File: config.mk
export PLATFORM = sky130hd
export DESIGN_NAME = exec_seq_flat
export DESIGN_NICKNAME = d
export VERILOG_FILES = /design/src/rtl/exec_seq_if.sv /design/src/rtl/exec_seq.sv /design/src/flat_wrapper.sv
export SDC_FILE = /design/constraint.sdc
export NUM_CORES = 1
export LEC_CHECK = 0
export ABC_CLOCK_PERIOD_IN_PS = 2860
export CAP_MARGIN = 25
export CORE_MARGIN = 2
export CORE_UTILIZATION = 24
export CTS_BUF_LIST = sky130_fd_sc_hd__clkbuf_8
export DETAILED_ROUTE_END_ITERATION = 12
export GPL_ROUTABILITY_DRIVEN = 0
export HOLD_SLACK_MARGIN = 0.05
export PLACE_DENSITY_LB_ADDON = 0.25
export SLEW_MARGIN = 20
export SYNTH_ARGS = -nofsm -noshare
export SYNTH_HDL_FRONTEND = slang
export SYNTH_SLANG_ARGS = --single-unit
File: constraint.sdc
create_clock -name clk -period 2.86 [get_ports clk]
set_input_delay 0.572 -clock clk [delete_from_list [all_inputs] [get_ports clk]]
set_output_delay 0.572 -clock clk [all_outputs]
set_load 0.005 [all_outputs]
File: src/rtl/exec_seq_if.sv
// ============================================================================
// Module   : exec_seq_if
// Brief    : Fetch/LSU/datapath handshake bundle for the exec_seq sequencer.
// Revision : 1.0
// ============================================================================
`default_nettype none

interface exec_seq_if;
    logic        ifu_req;
    logic        ifu_valid;
    logic [31:0] inst;
    logic [31:0] ir;
    logic        lsu_req;
    logic        lsu_wen;
    logic        lsu_valid;
    logic        dec_regwr;
    logic        rf_we;
    logic        pc_we;
    logic [2:0]  state;
    logic [63:0] instret;
    logic        halt;
    logic        err;

    // Sequencer side
    modport slave (
        output ifu_req, ir, lsu_req, lsu_wen, rf_we, pc_we, state, instret, halt, err,
        input  ifu_valid, inst, lsu_valid, dec_regwr
    );

    // Memory/datapath side
    modport master (
        input  ifu_req, ir, lsu_req, lsu_wen, rf_we, pc_we, state, instret, halt, err,
        output ifu_valid, inst, lsu_valid, dec_regwr
    );
endinterface

`default_nettype wire

File: src/rtl/exec_seq.sv
// ============================================================================
// Module   : exec_seq
// Brief    : Multi-cycle FETCH/DECODE/EXEC/MEM/WB sequencer with retire
//            counter, wait watchdog and sticky halt/error reporting.
//            Optional: EXEC_SEQ_EBREAK_HALT_EN makes ebreak halt the core.
// Revision : 1.0
// ============================================================================
`default_nettype none

module exec_seq #(
    parameter int TIMEOUT = 255
) (
    input  wire logic   clk,
    input  wire logic   rst,
    exec_seq_if.slave   bus
);

    localparam int              c_CNT_W    = $clog2(TIMEOUT + 1);
    localparam logic [c_CNT_W-1:0] c_TO    = c_CNT_W'(TIMEOUT);
    localparam logic [6:0]      c_OP_LOAD  = 7'b0000011;
    localparam logic [6:0]      c_OP_STORE = 7'b0100011;
`ifdef EXEC_SEQ_EBREAK_HALT_EN
    localparam logic [31:0]     c_EBREAK   = 32'h0010_0073;
`endif

    typedef enum logic [2:0] {
        S_IDLE   = 3'd0,
        S_FETCH  = 3'd1,
        S_DECODE = 3'd2,
        S_EXEC   = 3'd3,
        S_MEM    = 3'd4,
        S_WB     = 3'd5,
        S_HALT   = 3'd6
    } state_t;

    state_t               r_state;
    state_t               w_next;
    logic [31:0]          r_ir;
    logic [63:0]          r_instret;
    logic                 r_halt;
    logic                 r_err;
    logic [c_CNT_W-1:0]   r_cnt;
    logic [c_CNT_W-1:0]   w_cnt_next;
    logic [c_CNT_W-1:0]   w_cnt_inc;
    logic                 w_load_ir;
    logic                 w_retire;
    logic                 w_halt_set;
    logic                 w_timeout;
    logic                 w_is_store;
    logic                 w_is_mem;

    assign w_is_store = (r_ir[6:0] == c_OP_STORE);
    assign w_is_mem   = (r_ir[6:0] == c_OP_LOAD) || w_is_store;
    // Saturating increment: the watchdog counter must never wrap
    assign w_cnt_inc  = (r_cnt == c_TO) ? r_cnt : r_cnt + 1'b1;

    always_ff @(posedge clk) begin
        if (rst) begin
            r_state   <= S_IDLE;
            r_ir      <= '0;
            r_instret <= '0;
            r_halt    <= 1'b0;
            r_err     <= 1'b0;
            r_cnt     <= '0;
        end else begin
            r_state <= w_next;
            r_cnt   <= w_cnt_next;
            if (w_load_ir) begin
                r_ir <= bus.inst;
            end
            if (w_retire) begin
                r_instret <= r_instret + 64'd1;
            end
            if (w_halt_set) begin
                r_halt <= 1'b1;
            end
            if (w_timeout) begin
                r_err <= 1'b1;
            end
        end
    end

    always_comb begin
        w_next      = r_state;
        w_cnt_next  = r_cnt;
        w_load_ir   = 1'b0;
        w_retire    = 1'b0;
        w_halt_set  = 1'b0;
        w_timeout   = 1'b0;
        bus.ifu_req = 1'b0;
        bus.lsu_req = 1'b0;
        bus.lsu_wen = 1'b0;
        bus.rf_we   = 1'b0;
        bus.pc_we   = 1'b0;

        case (r_state)
            S_IDLE: begin
                w_next     = S_FETCH;
                w_cnt_next = '0;
            end
            S_FETCH: begin
                bus.ifu_req = 1'b1;
                // A valid in the same cycle the count expires still wins
                if (bus.ifu_valid) begin
                    w_next    = S_DECODE;
                    w_load_ir = 1'b1;
                end else if (w_cnt_inc == c_TO) begin
                    w_next     = S_HALT;
                    w_halt_set = 1'b1;
                    w_timeout  = 1'b1;
                end else begin
                    w_cnt_next = w_cnt_inc;
                end
            end
            S_DECODE: begin
                w_next = S_EXEC;
            end
            S_EXEC: begin
                w_cnt_next = '0;
`ifdef EXEC_SEQ_EBREAK_HALT_EN
                if (r_ir == c_EBREAK) begin
                    w_next     = S_HALT;
                    w_halt_set = 1'b1;
                end else
`endif
                if (w_is_mem) begin
                    w_next = S_MEM;
                end else begin
                    w_next = S_WB;
                end
            end
            S_MEM: begin
                bus.lsu_req = 1'b1;
                bus.lsu_wen = w_is_store;
                if (bus.lsu_valid) begin
                    w_next = S_WB;
                end else if (w_cnt_inc == c_TO) begin
                    w_next     = S_HALT;
                    w_halt_set = 1'b1;
                    w_timeout  = 1'b1;
                end else begin
                    w_cnt_next = w_cnt_inc;
                end
            end
            S_WB: begin
                bus.rf_we  = bus.dec_regwr;
                bus.pc_we  = 1'b1;
                w_retire   = 1'b1;
                w_next     = S_FETCH;
                w_cnt_next = '0;
            end
            S_HALT: begin
                w_next = S_HALT;
            end
            default: begin
                w_next = S_IDLE;
            end
        endcase
    end

    assign bus.ir      = r_ir;
    assign bus.state   = r_state;
    assign bus.instret = r_instret;
    assign bus.halt    = r_halt;
    assign bus.err     = r_err;

endmodule

`default_nettype wire

File: src/flat_wrapper.sv
// flat-port wrapper written by rule: the top's interface ports become plain ports
module exec_seq_flat 
#(
    parameter int TIMEOUT = 255
)
  (clk, rst, bus_ifu_req, bus_ir, bus_lsu_req, bus_lsu_wen, bus_rf_we, bus_pc_we, bus_state, bus_instret, bus_halt, bus_err, bus_ifu_valid, bus_inst, bus_lsu_valid, bus_dec_regwr);
  exec_seq_if bus_i ();
  input  wire logic clk;
  input  wire logic rst;
  output wire logic [$bits(bus_i.ifu_req)-1:0] bus_ifu_req;
  output wire logic [$bits(bus_i.ir)-1:0] bus_ir;
  output wire logic [$bits(bus_i.lsu_req)-1:0] bus_lsu_req;
  output wire logic [$bits(bus_i.lsu_wen)-1:0] bus_lsu_wen;
  output wire logic [$bits(bus_i.rf_we)-1:0] bus_rf_we;
  output wire logic [$bits(bus_i.pc_we)-1:0] bus_pc_we;
  output wire logic [$bits(bus_i.state)-1:0] bus_state;
  output wire logic [$bits(bus_i.instret)-1:0] bus_instret;
  output wire logic [$bits(bus_i.halt)-1:0] bus_halt;
  output wire logic [$bits(bus_i.err)-1:0] bus_err;
  input wire logic [$bits(bus_i.ifu_valid)-1:0] bus_ifu_valid;
  input wire logic [$bits(bus_i.inst)-1:0] bus_inst;
  input wire logic [$bits(bus_i.lsu_valid)-1:0] bus_lsu_valid;
  input wire logic [$bits(bus_i.dec_regwr)-1:0] bus_dec_regwr;
  assign bus_ifu_req = bus_i.ifu_req;
  assign bus_ir = bus_i.ir;
  assign bus_lsu_req = bus_i.lsu_req;
  assign bus_lsu_wen = bus_i.lsu_wen;
  assign bus_rf_we = bus_i.rf_we;
  assign bus_pc_we = bus_i.pc_we;
  assign bus_state = bus_i.state;
  assign bus_instret = bus_i.instret;
  assign bus_halt = bus_i.halt;
  assign bus_err = bus_i.err;
  assign bus_i.ifu_valid = bus_ifu_valid;
  assign bus_i.inst = bus_inst;
  assign bus_i.lsu_valid = bus_lsu_valid;
  assign bus_i.dec_regwr = bus_dec_regwr;
  exec_seq #(.TIMEOUT(TIMEOUT)) u_core (.clk(clk), .rst(rst), .bus(bus_i));
endmodule
==> metrics <==
final cycle utilization of the critical path=94.6%; Yosys top cell by area=dfxtp_1; yosys warns=0; Post-synth EDFFs=0; Final Hold Vio Count=0; Slew Viols, Final=0; Die H=148 um; WP buf/inv=2; vias in the first global route=4199; non-filler instance count after layout=1007; clk sink count=108; Seq/Total Area, Yosys=43.7%; clk buf depth=2; most frequent cell after synthesis=dfxtp_1; CTS tree=yes; leakage power=2.39 nW; async set-or-reset flop fraction in the synthesized netlist=0%; pin count of the biggest net entering global routing=45; Via density=4.55; startpoint types=flip-flop; Worst EP arrival=2.13 ns; outcome=finished clean; post-synth cell types=58; IO Pins=143; initial antenna violation count=0; Peak VDD IR=0.198 mV; ANT nets after route=0; clk root buf=clkbuf_8; FF+latch count, synth=108; fmax=370 MHz; Util after Layout=33.9%; Worst-Margin Slew=0.616 ns; Vias=4585; CP peak stage delay=0.56 ns; Iter 0 DRT Violations=225; gr usage total=12.6%; DR WL/cell=13.7 um; PostCTS Resize Cnt=0; Setup crit end kind=primary output; Mapped Nets=640; core box area=20200 sq um; first-pass GRT wire length=22.2 mm; Synth area leaders=dfxtp_1 (44%), nand2_1 (6.8%), xor2_1 (5.8%), a21oi_1 (5.4%), nor2_1 (5.2%); final hold slack=0.457 ns; die area=21800 sq um; post-synthesis cell count=601; Post-CTS Setup Inserts=0; final wirelength=13.8 mm; Max Cap Viol=0; Nets=772; CP Cell Sequence=and3b_1, buf_4, and2_1, clkdlybuf4s50_1; layout cells sized above 1=5.56%; First-pass DRT Iterations=4; hold crit path type=reg2reg; worst skew pair latency=0.38 ns; starting density of the core=24.4%; # DRC=0; crit path kind=reg2out; gr ovfl total=0; Yosys top cell area share=43.7%; pwr dens=417 nW/um^2; worst endpoint required time=2.29 ns; Post-Syn Area=4940 sq um; HPWL after DPL=9.76 mm; delay-heaviest family, CP=buffers and inverters; Hold Buf Count CTS=0; Final Critical Period=2.70 ns; prevailing post-synth register cell=dfxtp_1; final setup TNS=0 ns; Worst path slowest cell=dfxtp_1; Max-slew headroom=57.9%; # diodes=0; Die X=148 um; Setup Viol. Count Final=0; input/output buffers=142; P&R area growth vs syn=38.6%; clk slew on worst S/H paths=0.10 ns; # placed instances=992; critical-path maximum fanout=12; top cells by count, synth=dfxtp_1 (108), nand2_1 (89), nor2_1 (68); clk_skew=0.0109 ns; CTS HTree Levels=3; post-synthesis average cell area=8.23 sq um; RSZ-0062 raised after global routing=false; FP Rows=52; CTS Buf Count=9
-- final cells by class --
type                    count  area [sq um]
clock buffers               9           124
clock inverters             6          88.8
fillers                  2122         13400
inverters                  10          37.5
multi-input cells         451          2600
flip-flops and latches    108          2160
well taps                 270           338
repair buffers            153          1500
-- cell families (layout without fill, tap and decap cells) --
family,after synthesis,after routing,share of synthesized area [%]
flops,108,108,43.7
mux,2,2,0.430
fa+ha+maj,2,2,0.506
simple gates,299,299,31.1
xor+xnor,49,49,8.68
buf+inv,42,178,3.72
compound gates,99,99,11.9
-- tightest hold or removal path, stage by stage (launching register included) --
cell     delay (ns)
dfxtp_1        0.32
nand2_1        0.05
a21oi_1        0.05
-- placed cells by master (no fill, tap or decap), drive strengths merged, types with 4 or more instances in the layout --
cell type / n
o21ai: 17
xnor2: 16
buf: 12
a21oi: 53
inv: 13
a31oi: 4
nand2: 89
and3: 21
or3: 14
and4: 8
xor2: 33
clkbuf: 9
and2: 7
nand4: 30
dfxtp: 108
nor2: 70
nor4: 4
nor3: 16
clkdlybuf4s50: 141
nand2b: 5
nand3: 29
-- through the flow --
| step | setup WS, ns | instance area [sq um] | power [mW] |
|---|---|---|---|
| after floorplan | 0.780 | 4940 | 1.70 |
| after global placement | 0.499 | 6640 | 1.86 |
| after detailed placement | 0.443 | 6640 | 1.85 |
| after CTS | 0.105 | 6860 | 2.92 |
| after global routing | 0.00207 | 6860 | 3.00 |
| final | 0.155 | 6860 | 2.86 |
-- where the power goes --
group | switching, mW | internal, mW
logic | 0.126 | 0.136
registers | 0.0217 | 1.53
clock network | 0.553 | 0.493
-- registers in the layout, indices dropped and copies added, names as in the netlist --
register            count
u_core.bus.instret     64
u_core.bus.state        3
u_core.bus.ir          32
u_core.r_cnt            8
u_core.bus.halt         1
-- final timing paths --
| kind | cells after the start | slack, ns | endpoint | start |
|---|---|---|---|---|
| worst max register to register | 7 | 0.42 | u_core.r_cnt[0]$_SDFFE_PP0P_ | u_core.r_cnt[1]$_SDFFE_PP0P_ |
| worst min-delay path | 2 | 0.46 | u_core.bus.ir[29]$_SDFFE_PP0P_ | u_core.bus.ir[29]$_SDFFE_PP0P_ |
| worst min register to register | 2 | 0.46 | u_core.bus.ir[29]$_SDFFE_PP0P_ | u_core.bus.ir[29]$_SDFFE_PP0P_ |
| worst max-delay path | 4 | 0.16 | bus_rf_we | u_core.bus.state[0]$_SDFF_PP0_ |
-- layer usage --
metal	wire, um	vias to the layer above	part of all wire, %	track usage [%]
met5	0	-	0	0
met1	6750	2100	49	17.4
li1	-	2353	-	-
met4	170	0	1.2	3.56
met3	872	9	6.3	3.67
met2	6000	123	43	19.0
No activity file was read; power rests on OpenSTA's default activity.
